==> src/rtl/if_fetch_unit_pkg.sv <==
// ---------------------------------------------------------------------------
// if_fetch_unit_pkg
//   Shared definitions for the instruction-fetch stage:
//     - FSM state encodings (S_REQ / S_HOLD)
//     - NOP instruction encoding
//     - default reset PC and legal instruction-memory window
//     - IF/ID payload struct and the fetch-window check helper
// ---------------------------------------------------------------------------
package if_fetch_unit_pkg;

    // Fetch FSM state encodings
    localparam logic [0:0] S_REQ  = 1'b0;  // request / wait for memory
    localparam logic [0:0] S_HOLD = 1'b1;  // word captured while D was stalled

    // Instruction injected for bubbles and for faulting fetches
    localparam logic [31:0] NOP_INSTR = 32'h0000_0000;

    // Default reset PC and legal fetch window
    localparam logic [31:0] DEF_RESET_PC = 32'h0000_3000;
    localparam logic [31:0] DEF_IM_BASE  = 32'h0000_3000;
    localparam logic [31:0] DEF_IM_SIZE  = 32'h0000_4000;

    // One IF/ID payload as produced by the fetch FSM
    typedef struct packed {
        logic [31:0] ir;
        logic [31:0] pc;
        logic        adel;
    } ifid_payload_t;

    // True when a fetch at pc must not go to memory: misaligned, or outside
    // [base, base+size). Compared in 33 bits so base+size cannot wrap.
    function automatic logic fetch_is_bad(
        input logic [31:0] pc,
        input logic [31:0] base,
        input logic [31:0] size
    );
        logic [32:0] pc_w;
        logic [32:0] lo_w;
        logic [32:0] hi_w;
        pc_w = {1'b0, pc};
        lo_w = {1'b0, base};
        hi_w = {1'b0, base} + {1'b0, size};
        return (pc[1:0] != 2'b00) || (pc_w < lo_w) || (pc_w >= hi_w);
    endfunction

endpackage

==> src/rtl/if_fetch_unit_if_id_reg.sv <==
// ---------------------------------------------------------------------------
// if_id_reg
//   IF/ID pipeline register with enable and bubble insertion.
//   Ports:
//     clk, reset        - clock, synchronous active-high reset
//     en                - register updates this cycle (D not stalled)
//     load              - a real instruction is available (else bubble)
//     ir_in/pc_in/adel_in - payload of the instruction being delivered
//     IR_D/PC_D/PC4_D/valid_D/adel_D - registered IF/ID contents
// ---------------------------------------------------------------------------
module if_id_reg
    import if_fetch_unit_pkg::*;
(
    input  logic        clk,
    input  logic        reset,
    input  logic        en,
    input  logic        load,
    input  logic [31:0] ir_in,
    input  logic [31:0] pc_in,
    input  logic        adel_in,
    output logic [31:0] IR_D,
    output logic [31:0] PC_D,
    output logic [31:0] PC4_D,
    output logic        valid_D,
    output logic        adel_D
);

    logic [31:0] ir_q,  ir_d;
    logic [31:0] pc_q,  pc_d;
    logic [31:0] pc4_q, pc4_d;
    logic        valid_q, valid_d;
    logic        adel_q,  adel_d;

    always_comb begin
        ir_d    = ir_q;
        pc_d    = pc_q;
        pc4_d   = pc4_q;
        valid_d = valid_q;
        adel_d  = adel_q;
        if (en) begin
            if (load) begin
                ir_d    = ir_in;
                pc_d    = pc_in;
                pc4_d   = pc_in + 32'd4;
                valid_d = 1'b1;
                adel_d  = adel_in;
            end else begin
                // Bubble: PC_D/PC4_D keep their last value on purpose so
                // D-stage next-PC logic never sees a meaningless address.
                ir_d    = NOP_INSTR;
                valid_d = 1'b0;
                adel_d  = 1'b0;
            end
        end
    end

    always_ff @(posedge clk) begin
        if (reset) begin
            ir_q    <= NOP_INSTR;
            pc_q    <= 32'h0;
            pc4_q   <= 32'h0;
            valid_q <= 1'b0;
            adel_q  <= 1'b0;
        end else begin
            ir_q    <= ir_d;
            pc_q    <= pc_d;
            pc4_q   <= pc4_d;
            valid_q <= valid_d;
            adel_q  <= adel_d;
        end
    end

    assign IR_D    = ir_q;
    assign PC_D    = pc_q;
    assign PC4_D   = pc4_q;
    assign valid_D = valid_q;
    assign adel_D  = adel_q;

endmodule

==> src/rtl/if_fetch_unit.sv <==
// ---------------------------------------------------------------------------
// if_fetch_unit
//   Instruction-fetch stage of a 5-stage MIPS pipeline. Holds PC_F, issues
//   word fetches over a req/ready handshake, registers each word into IF/ID
//   and follows D-stage branch/jump targets after the delay slot.
//   Ports:
//     clk, reset          - clock, synchronous active-high reset
//     stall_D             - hold IF/ID and PC_F
//     redirect/npc_target - taken control transfer from D and its target
//     imem_req/imem_addr  - fetch request and byte address (= PC_F)
//     imem_rdata/imem_ready - fetched word and completion strobe
//     IR_D/PC_D/PC4_D/valid_D/adel_D - IF/ID register outputs
// ---------------------------------------------------------------------------
module if_fetch_unit
    import if_fetch_unit_pkg::*;
#(
    parameter logic [31:0] RESET_PC = DEF_RESET_PC,
    parameter logic [31:0] IM_BASE  = DEF_IM_BASE,
    parameter logic [31:0] IM_SIZE  = DEF_IM_SIZE
) (
    input  logic        clk,
    input  logic        reset,
    input  logic        stall_D,
    input  logic        redirect,
    input  logic [31:0] npc_target,
    output logic        imem_req,
    output logic [31:0] imem_addr,
    input  logic [31:0] imem_rdata,
    input  logic        imem_ready,
    output logic [31:0] IR_D,
    output logic [31:0] PC_D,
    output logic [31:0] PC4_D,
    output logic        valid_D,
    output logic        adel_D
);

    logic [0:0]  state_q,      state_d;
    logic [31:0] pc_q,         pc_d;
    logic [31:0] hold_q,       hold_d;
    logic        pend_valid_q, pend_valid_d;
    logic [31:0] pend_tgt_q,   pend_tgt_d;

    logic          fetch_bad;
    logic          avail;
    logic          advance;
    ifid_payload_t deliver;

    // A bad PC never reaches memory; the fault itself counts as the
    // "fetched" item so the pipeline can carry adel_D to the exception logic.
    assign fetch_bad = fetch_is_bad(pc_q, IM_BASE, IM_SIZE);
    assign imem_req  = (state_q == S_REQ) && !fetch_bad;
    assign imem_addr = pc_q;
    assign avail     = (imem_req && imem_ready) || fetch_bad;

    always_comb begin
        state_d      = state_q;
        pc_d         = pc_q;
        hold_d       = hold_q;
        pend_valid_d = pend_valid_q;
        pend_tgt_d   = pend_tgt_q;
        advance      = 1'b0;
        deliver.ir   = NOP_INSTR;
        deliver.pc   = pc_q;
        deliver.adel = 1'b0;

        if (state_q == S_REQ) begin
            if (avail) begin
                if (!stall_D) begin
                    advance      = 1'b1;
                    deliver.ir   = fetch_bad ? NOP_INSTR : imem_rdata;
                    deliver.adel = fetch_bad;
                end else if (!fetch_bad) begin
                    // Memory finished while D is stalled: park the word so
                    // the request can drop without losing it.
                    hold_d  = imem_rdata;
                    state_d = S_HOLD;
                end
                // avail on a bad PC during a stall: nothing to keep, the
                // fault is simply re-evaluated next cycle.
            end
        end else begin
            if (!stall_D) begin
                advance    = 1'b1;
                deliver.ir = hold_q;
                state_d    = S_REQ;
            end
        end

        // The word at PC_F is the delay slot and is always delivered; only
        // the PC after it follows the redirect. A redirect seen while the
        // slot has not been fetched yet is parked until the slot advances.
        if (advance) begin
            if (redirect) begin
                pc_d = npc_target;
            end else if (pend_valid_q) begin
                pc_d = pend_tgt_q;
            end else begin
                pc_d = pc_q + 32'd4;
            end
            pend_valid_d = 1'b0;
        end else if (!stall_D && redirect) begin
            pend_tgt_d   = npc_target;
            pend_valid_d = 1'b1;
        end
    end

    always_ff @(posedge clk) begin
        if (reset) begin
            state_q      <= S_REQ;
            pc_q         <= RESET_PC;
            hold_q       <= NOP_INSTR;
            pend_valid_q <= 1'b0;
            pend_tgt_q   <= 32'h0;
        end else begin
            state_q      <= state_d;
            pc_q         <= pc_d;
            hold_q       <= hold_d;
            pend_valid_q <= pend_valid_d;
            pend_tgt_q   <= pend_tgt_d;
        end
    end

    if_id_reg u_if_id_reg (
        .clk     (clk),
        .reset   (reset),
        .en      (!stall_D),
        .load    (advance),
        .ir_in   (deliver.ir),
        .pc_in   (deliver.pc),
        .adel_in (deliver.adel),
        .IR_D    (IR_D),
        .PC_D    (PC_D),
        .PC4_D   (PC4_D),
        .valid_D (valid_D),
        .adel_D  (adel_D)
    );

endmodule

==> config.mk <==
export PLATFORM = sky130hd
export DESIGN_NAME = if_fetch_unit
export DESIGN_NICKNAME = d
export VERILOG_FILES = /design/src/rtl/if_fetch_unit_pkg.sv /design/src/rtl/if_fetch_unit_if_id_reg.sv /design/src/rtl/if_fetch_unit.sv
export SDC_FILE = /design/constraint.sdc
export NUM_CORES = 1
export LEC_CHECK = 0
export ABC_AREA = 1
export CAP_MARGIN = 20
export CORE_UTILIZATION = 45
export DETAILED_ROUTE_END_ITERATION = 10
export MAX_ROUTING_LAYER = met4
export PLACE_DENSITY_LB_ADDON = 0.15
export SYNTH_ARGS = -nofsm -noshare
export SYNTH_HDL_FRONTEND = slang
export SYNTH_SLANG_ARGS = --single-unit
==> constraint.sdc <==
create_clock -name clk -period 3 [get_ports clk]
set_input_delay 0.75 -clock clk [delete_from_list [all_inputs] [get_ports clk]]
set_output_delay 0.75 -clock clk [all_outputs]
set_load 0.1 [all_outputs]
==> results of run 1 <==
state kept, by name, indices dropped and copies added, names as in the netlist:
register and cells:
u_if_id_reg.PC_D 32, hold_q 32, pend_tgt_q 32, imem_addr 32, u_if_id_reg.PC4_D 30, u_if_id_reg.valid_D 1
pend_valid_q 1, u_if_id_reg.adel_D 1, state_q 1, u_if_id_reg.IR_D 32
worst max-delay path by stage:
stage,startpoint,end,cells past startpoint
2_1_floorplan,imem_addr[13],imem_req,6
3_3_place_gp,reset,u_if_id_reg.PC_D[4],7
3_5_place_dp,reset,u_if_id_reg.PC4_D[16],7
4_1_cts,imem_addr[19],imem_req,6
5_1_grt,imem_addr[19],imem_req,6
6_report,imem_addr[19],imem_req,6
synth_stat cells:
cell type	number
nand2_1	524
o2bb2ai_1	1
clkinv_1	3
dfxtp_1	194
inv_2	3
o21ai_0	59
clkbuf_1	49
a31oi_1	1
inv_4	1
o211ai_1	4
buf_2	13
buf_1	1
buf_6	6
nand2_2	1
xor2_1	4
ha_1	2
or2_2	4
and2_1	2
nand3_2	1
o21ai_1	3
xnor2_1	1
nand3_1	157
nor3_2	1
nand4_1	39
mux2i_1	2
nor2_2	3
inv_1	109
o22ai_1	1
nor2_1	239
a21boi_0	1
a21oi_1	21
buf_4	21
stage by stage:
stage	instance area, µm²	setup slack, ns	instances
finish	11700	0.327	1907
global placement	11100	0.601	1876
detailed placement	11100	0.542	1876
floorplan	9340	0.102	1471
CTS	11700	0.326	1907
global route	11700	0.219	1907
per-layer routing:
layer | routed length [µm] | share of wire, % | GRT usage, %
met2 | 12900 | 45 | 42.5
met5 | 0 | 0 | -
met1 | 13500 | 47 | 37.7
met3 | 1850 | 6.4 | 5.06
met4 | 614 | 2.1 | 9.79
power by group through the flow:
stage | Sequential, W | Clock [W] | Combinational, W
after floorplan | 0.00330 | 0 | 0.000412
after global placement | 0.00281 | 0 | 0.00127
after detailed placement | 0.00281 | 0 | 0.00127
after CTS | 0.00276 | 0.00236 | 0.00128
after global routing | 0.00277 | 0.00246 | 0.00135
final | 0.00276 | 0.00234 | 0.00128
worst max-delay path, cell delays in order (launching register included):
cell and delay [ns]:
dfxtp_1 0.40, inv_2 0.16, nand2_1 0.08, nor2_2 0.16, nand3_1 0.19, nor3_4 0.27
buf_12 0.21
area by class of cell:
type	instances	share of cell area, %
Multi-Input combinational cell	1071	38.9
Tap cell	270	2.89
Clock buffer	20	3.99
Sequential cell	194	33.2
Timing Repair Buffer	225	16.2
Inverter	116	3.76
Clock inverter	11	1.09
cell families (layout without fill, tap and decap cells):
logic type | count (synthesis) | in the layout
flops | 194 | 194
xor+xnor | 5 | 5
mux | 2 | 2
fa+ha+maj | 2 | 2
buf+inv | 206 | 372
compound gates | 91 | 91
simple gates | 971 | 971
==> metrics.cfg, run 1 <==
[status]
status=completed

[yosys]
synth_top_family_by_area=simple AND/OR/NAND/NOR gates
synth-seq-cells=194
muxShareOfSynthArea_pct=0.214
syn-cell-area_um2=9340
synth_compound_area_share_pct=5.08
synth_cell_types=32
synth_area_leaders=dfxtp_1 (42%), nand2_1 (21%), nor2_1 (9.6%)
seq_area_frac_synth_pct=41.6
yosys.area.top_type=dfxtp_1
synth_top_area_share_pct=41.6
yosys_warnings=0
synth.avg_cell_area_um2=6.35
synth_xor_area_share_pct=0.469
synth_simple_gate_area_share_pct=42.6
synth_cells=1471
synth_fa_ha_area_share_pct=0.268
synth_nets=1542

[final_layout]
multiInputGateArea_um2=4550
layout.cells.most_common=nand2_1
area_growth_pct=25.3
antenna_cells=0
fin_nets=1696
fill_cells=2013
finish.utilization_pct=57.6
mostFrequentLayoutCells=nand2_1 (523), nor2_1 (238), dfxtp_1 (194)
regArea_um2=3880
drive_gt1_share_pct=12.6

[floorplan]
num_rows=52
initial_core_util_pct=46.0
dieHeight_um=146
core_area_um2=20300
ios=200
die_w_um=146
dieArea_um2=21300

[global_route]
grt-ovfl-total=0
grt_max_degree=66
track_usage_pct=28.1
grt_pass1_vias=8783
antenna_found_initial=0
grt_first_pass_wirelength_mm=46.2

[setup_path]
r2r-end=u_if_id_reg.IR_D[0]
critPathArrivalTime_ns=1.92
crit_path_end_kind=output port
r2r-start=imem_addr[19]
critPathKind=reg2out
rrSetupSlack_ns=0.72
r2r_cells=10
path_max_fanout=6
crit_path_start_kind=flop
required_ns=2.25

[sta]
timing.setup.tns_ns=0
tightest_slew_ns=0.644
hold_viol=0
min_period_over_period_pct=89.1
grt_setup_unrepaired=no
fmax_ghz=0.374
max-slew-margin-rel_pct=57.0
fin_skew_ns=0.0117
period_minus_slack_ns=2.67
slew_violations=0
timing.hold.ws_ns=0.453
setup_viol=0

[detailed_routing]
antenna_left=0
drt_drc_violations_left=0
vias=9711
first_pass_iters=6
vias_per_cell=5.09
drt_iter0_drc=875
routed_wirelength_mm=28.9
wl_per_cell_um=15.2

[power_and_ir_drop]
p_leak_nw=5.68
seq_power_share_pct=43.3
internal_power_w=0.00427
pwr-share-comb_pct=20.0
peakVddDrop_mv=0.394
p_sw_share_pct=33.0
total_power_w=0.00637
powerDensity_nw_per_um2=544
pwr-share-clk_pct=36.7
p_switching_w=0.00210

[clock_tree]
cts_buffers=17
cts_tree=done
cts_resized=0
clock-sinks=194
postCtsSetupBuffers=0
clkLatencyLatePin_ns=0.43
cts.clk_slew.worst_paths_ns=0.08
root_buffer=clkbuf_16
clockBufferDepth=2
htreeDepth=4
cts_hold_buf=0

[hold_path]
min_path_cells=2
min_from=u_if_id_reg.IR_D[15]
min_to=u_if_id_reg.IR_D[15]
hold_path_class=reg2reg

[placed_design]
portBuffers=199
dp_hpwl_mm=19.9
gp_congestion=0.967

[flow_run]
cap_violations=0

No activity file was read; power rests on OpenSTA's default activity.
==> inputs of run 2 (changes only) <==
--- a/config.mk
+++ b/config.mk
@@ -7,10 +7,10 @@
 export LEC_CHECK = 0
 export ABC_AREA = 1
 export CAP_MARGIN = 20
-export CORE_UTILIZATION = 45
+export CORE_UTILIZATION = 55
 export DETAILED_ROUTE_END_ITERATION = 10
-export MAX_ROUTING_LAYER = met4
 export PLACE_DENSITY_LB_ADDON = 0.15
+export SKIP_CTS_REPAIR_TIMING = 1
 export SYNTH_ARGS = -nofsm -noshare
 export SYNTH_HDL_FRONTEND = slang
 export SYNTH_SLANG_ARGS = --single-unit
==> metrics.cfg, run 2 (synthesis results as in run 1) <==
[status]
status=completed

[floorplan]
dieArea_um2=17500  ; -18%
core_area_um2=16600  ; -18%
ios=200  ; unchanged
die_w_um=132  ; -9.4%
initial_core_util_pct=56.3  ; +10 points
num_rows=47  ; -9.6%
dieHeight_um=132  ; -9.4%

[setup_path]
critPathKind=reg2out
path_max_fanout=6  ; unchanged
critPathArrivalTime_ns=1.92  ; about the same
required_ns=2.25  ; about the same
path_delay_family=simple AND/OR/NAND/NOR gates
crit_buf_inv=2  ; unchanged
rrSetupSlack_ns=0.69  ; -0.03 ns
crit_path_start_kind=flop
crit_chain=inv_2 > nand2_1 > nor2_2 > nand3_1 > nor3_4 > buf_12
crit_path_end_kind=output port
max_stage_delay_ns=0.42  ; +0.02 ns
critPathSlowestCell=dfxtp_1

[final_layout]
mostFrequentLayoutCells=nand2_1 (523), nor2_1 (238), dfxtp_1 (194)
drive_gt1_share_pct=12.7  ; +0.15 points
final_area_um2=11800  ; +0.48%
finish.utilization_pct=70.9  ; +13 points
area_growth_pct=25.9
layout.cells.most_common=nand2_1
fin_nets=1699  ; +0.18%
antenna_cells=0  ; unchanged

[global_route]
track_usage_pct=31.5  ; +3.4 points
grt_max_degree=66  ; unchanged
grt-ovfl-total=0  ; unchanged
grt_first_pass_wirelength_mm=44.0  ; -4.6%
grt_pass1_vias=8707  ; -0.87%
antenna_found_initial=0  ; unchanged

[clock_tree]
root_buffer=clkbuf_16
cts.clk_slew.worst_paths_ns=0.07  ; about the same
clock-sinks=194  ; unchanged
cts_buffers=17  ; unchanged
clockBufferDepth=2  ; unchanged
htreeDepth=4  ; unchanged
clkLatencyLatePin_ns=0.44  ; about the same
cts_tree=done

[power_and_ir_drop]
internal_power_w=0.00444  ; +4.0%
seq_power_share_pct=42.2  ; -1.1 points
total_power_w=0.00654  ; +2.7%
peakVddDrop_mv=0.456  ; +16%
powerDensity_nw_per_um2=556  ; +2.2%
pwr-share-clk_pct=38.3  ; +1.6 points
p_switching_w=0.00210  ; about the same
p_leak_nw=5.74  ; +1.0%
pwr-share-comb_pct=19.6  ; -0.4 points
p_sw_share_pct=32.1  ; -0.88 points

[placed_design]
dp_hpwl_mm=19.2  ; -3.6%
gp_congestion=0.957  ; -1.0%
portBuffers=199  ; unchanged
post_dp_cell_area_um2=11100  ; about the same

[sta]
fin_skew_ns=0.0112  ; -0.000500 ns
timing.setup.tns_ns=0  ; unchanged
hold_viol=0  ; unchanged
period_minus_slack_ns=2.67  ; +0.000366 ns
tightest_slew_ns=0.892  ; +0.248 ns
max-slew-margin-rel_pct=40.1  ; -17 points
min_period_over_period_pct=89.1  ; about the same
slew_violations=0  ; unchanged
timing.hold.ws_ns=0.453  ; -0.000256 ns
setup_viol=0  ; unchanged
fmax_ghz=0.374  ; about the same
grt_setup_unrepaired=no

[detailed_routing]
antenna_left=0  ; unchanged
first_pass_iters=6  ; unchanged
vias_per_cell=5.32  ; +4.5%
routed_wirelength_mm=27.7  ; -4.4%
drt_drc_violations_left=0  ; unchanged
drt_iter0_drc=1048  ; +20%
wl_per_cell_um=14.9  ; -2.1%
vias=9902  ; +2.0%

[hold_path]
hold_path_class=reg2reg

[flow_run]
cap_violations=0  ; unchanged

run 2: worst min-delay path, stage by stage, from the launching register on:
cell and delay, ns:
dfxtp_1 0.31, nand2_1 0.06, nand2_1 0.04
run 2: final timing paths:
kind | end | startpoint | cells past startpoint
setup / recovery | imem_req | imem_addr[18] | 6
hold / removal | u_if_id_reg.IR_D[29] | u_if_id_reg.IR_D[29] | 2
setup reg to reg | u_if_id_reg.IR_D[6] | imem_addr[18] | 10
hold reg to reg | u_if_id_reg.IR_D[29] | u_if_id_reg.IR_D[29] | 2
run 2: layer usage:
layer | wire length (µm) | share of wire, % | global-route usage (%) | up-vias
li1 | - | - | - | 4916
met1 | 12000 | 44 | 43.3 | 4463
met2 | 12400 | 45 | 48.5 | 466
met3 | 2470 | 8.9 | 6.11 | 57
met4 | 697 | 2.5 | 12.7 | 0
met5 | 0 | 0 | 0 | -
run 2: final cells by class:
class,instances,area [µm²]
inverters,116,440
repair buffers,228,1950
well taps,220,275
clock buffers,20,457
flip-flops and latches,194,3880
fillers,1458,4830
multi-input cells,1071,4550
clock inverters,12,196
run 2: power groups by stage:
| stage | combinational, W | clock (W) | sequential, W |
|---|---|---|---|
| final | 0.00128 | 0.00250 | 0.00276 |
| after global routing | 0.00135 | 0.00262 | 0.00277 |
| after CTS | 0.00127 | 0.00251 | 0.00275 |
| after detailed placement | 0.00127 | 0 | 0.00281 |
| after global placement | 0.00126 | 0 | 0.00281 |
| after floorplan | 0.000412 | 0 | 0.00330 |
run 2: metrics by stage:
stage	instances	worst slack [ns]
after floorplan	1471	0.102
after detailed placement	1829	0.542
final	1861	0.327
after global routing	1861	0.228
after CTS	1861	0.332
after global placement	1829	0.591
==> inputs of run 3 (changes only) <==
--- a/config.mk
+++ b/config.mk
@@ -11,6 +11,7 @@
 export DETAILED_ROUTE_END_ITERATION = 10
 export PLACE_DENSITY_LB_ADDON = 0.15
 export SKIP_CTS_REPAIR_TIMING = 1
+export SKIP_LAST_GASP = 1
 export SYNTH_ARGS = -nofsm -noshare
 export SYNTH_HDL_FRONTEND = slang
 export SYNTH_SLANG_ARGS = --single-unit
==> results of run 3 <==
No change in the layout: final DEF, timing and power equal those of run 2.
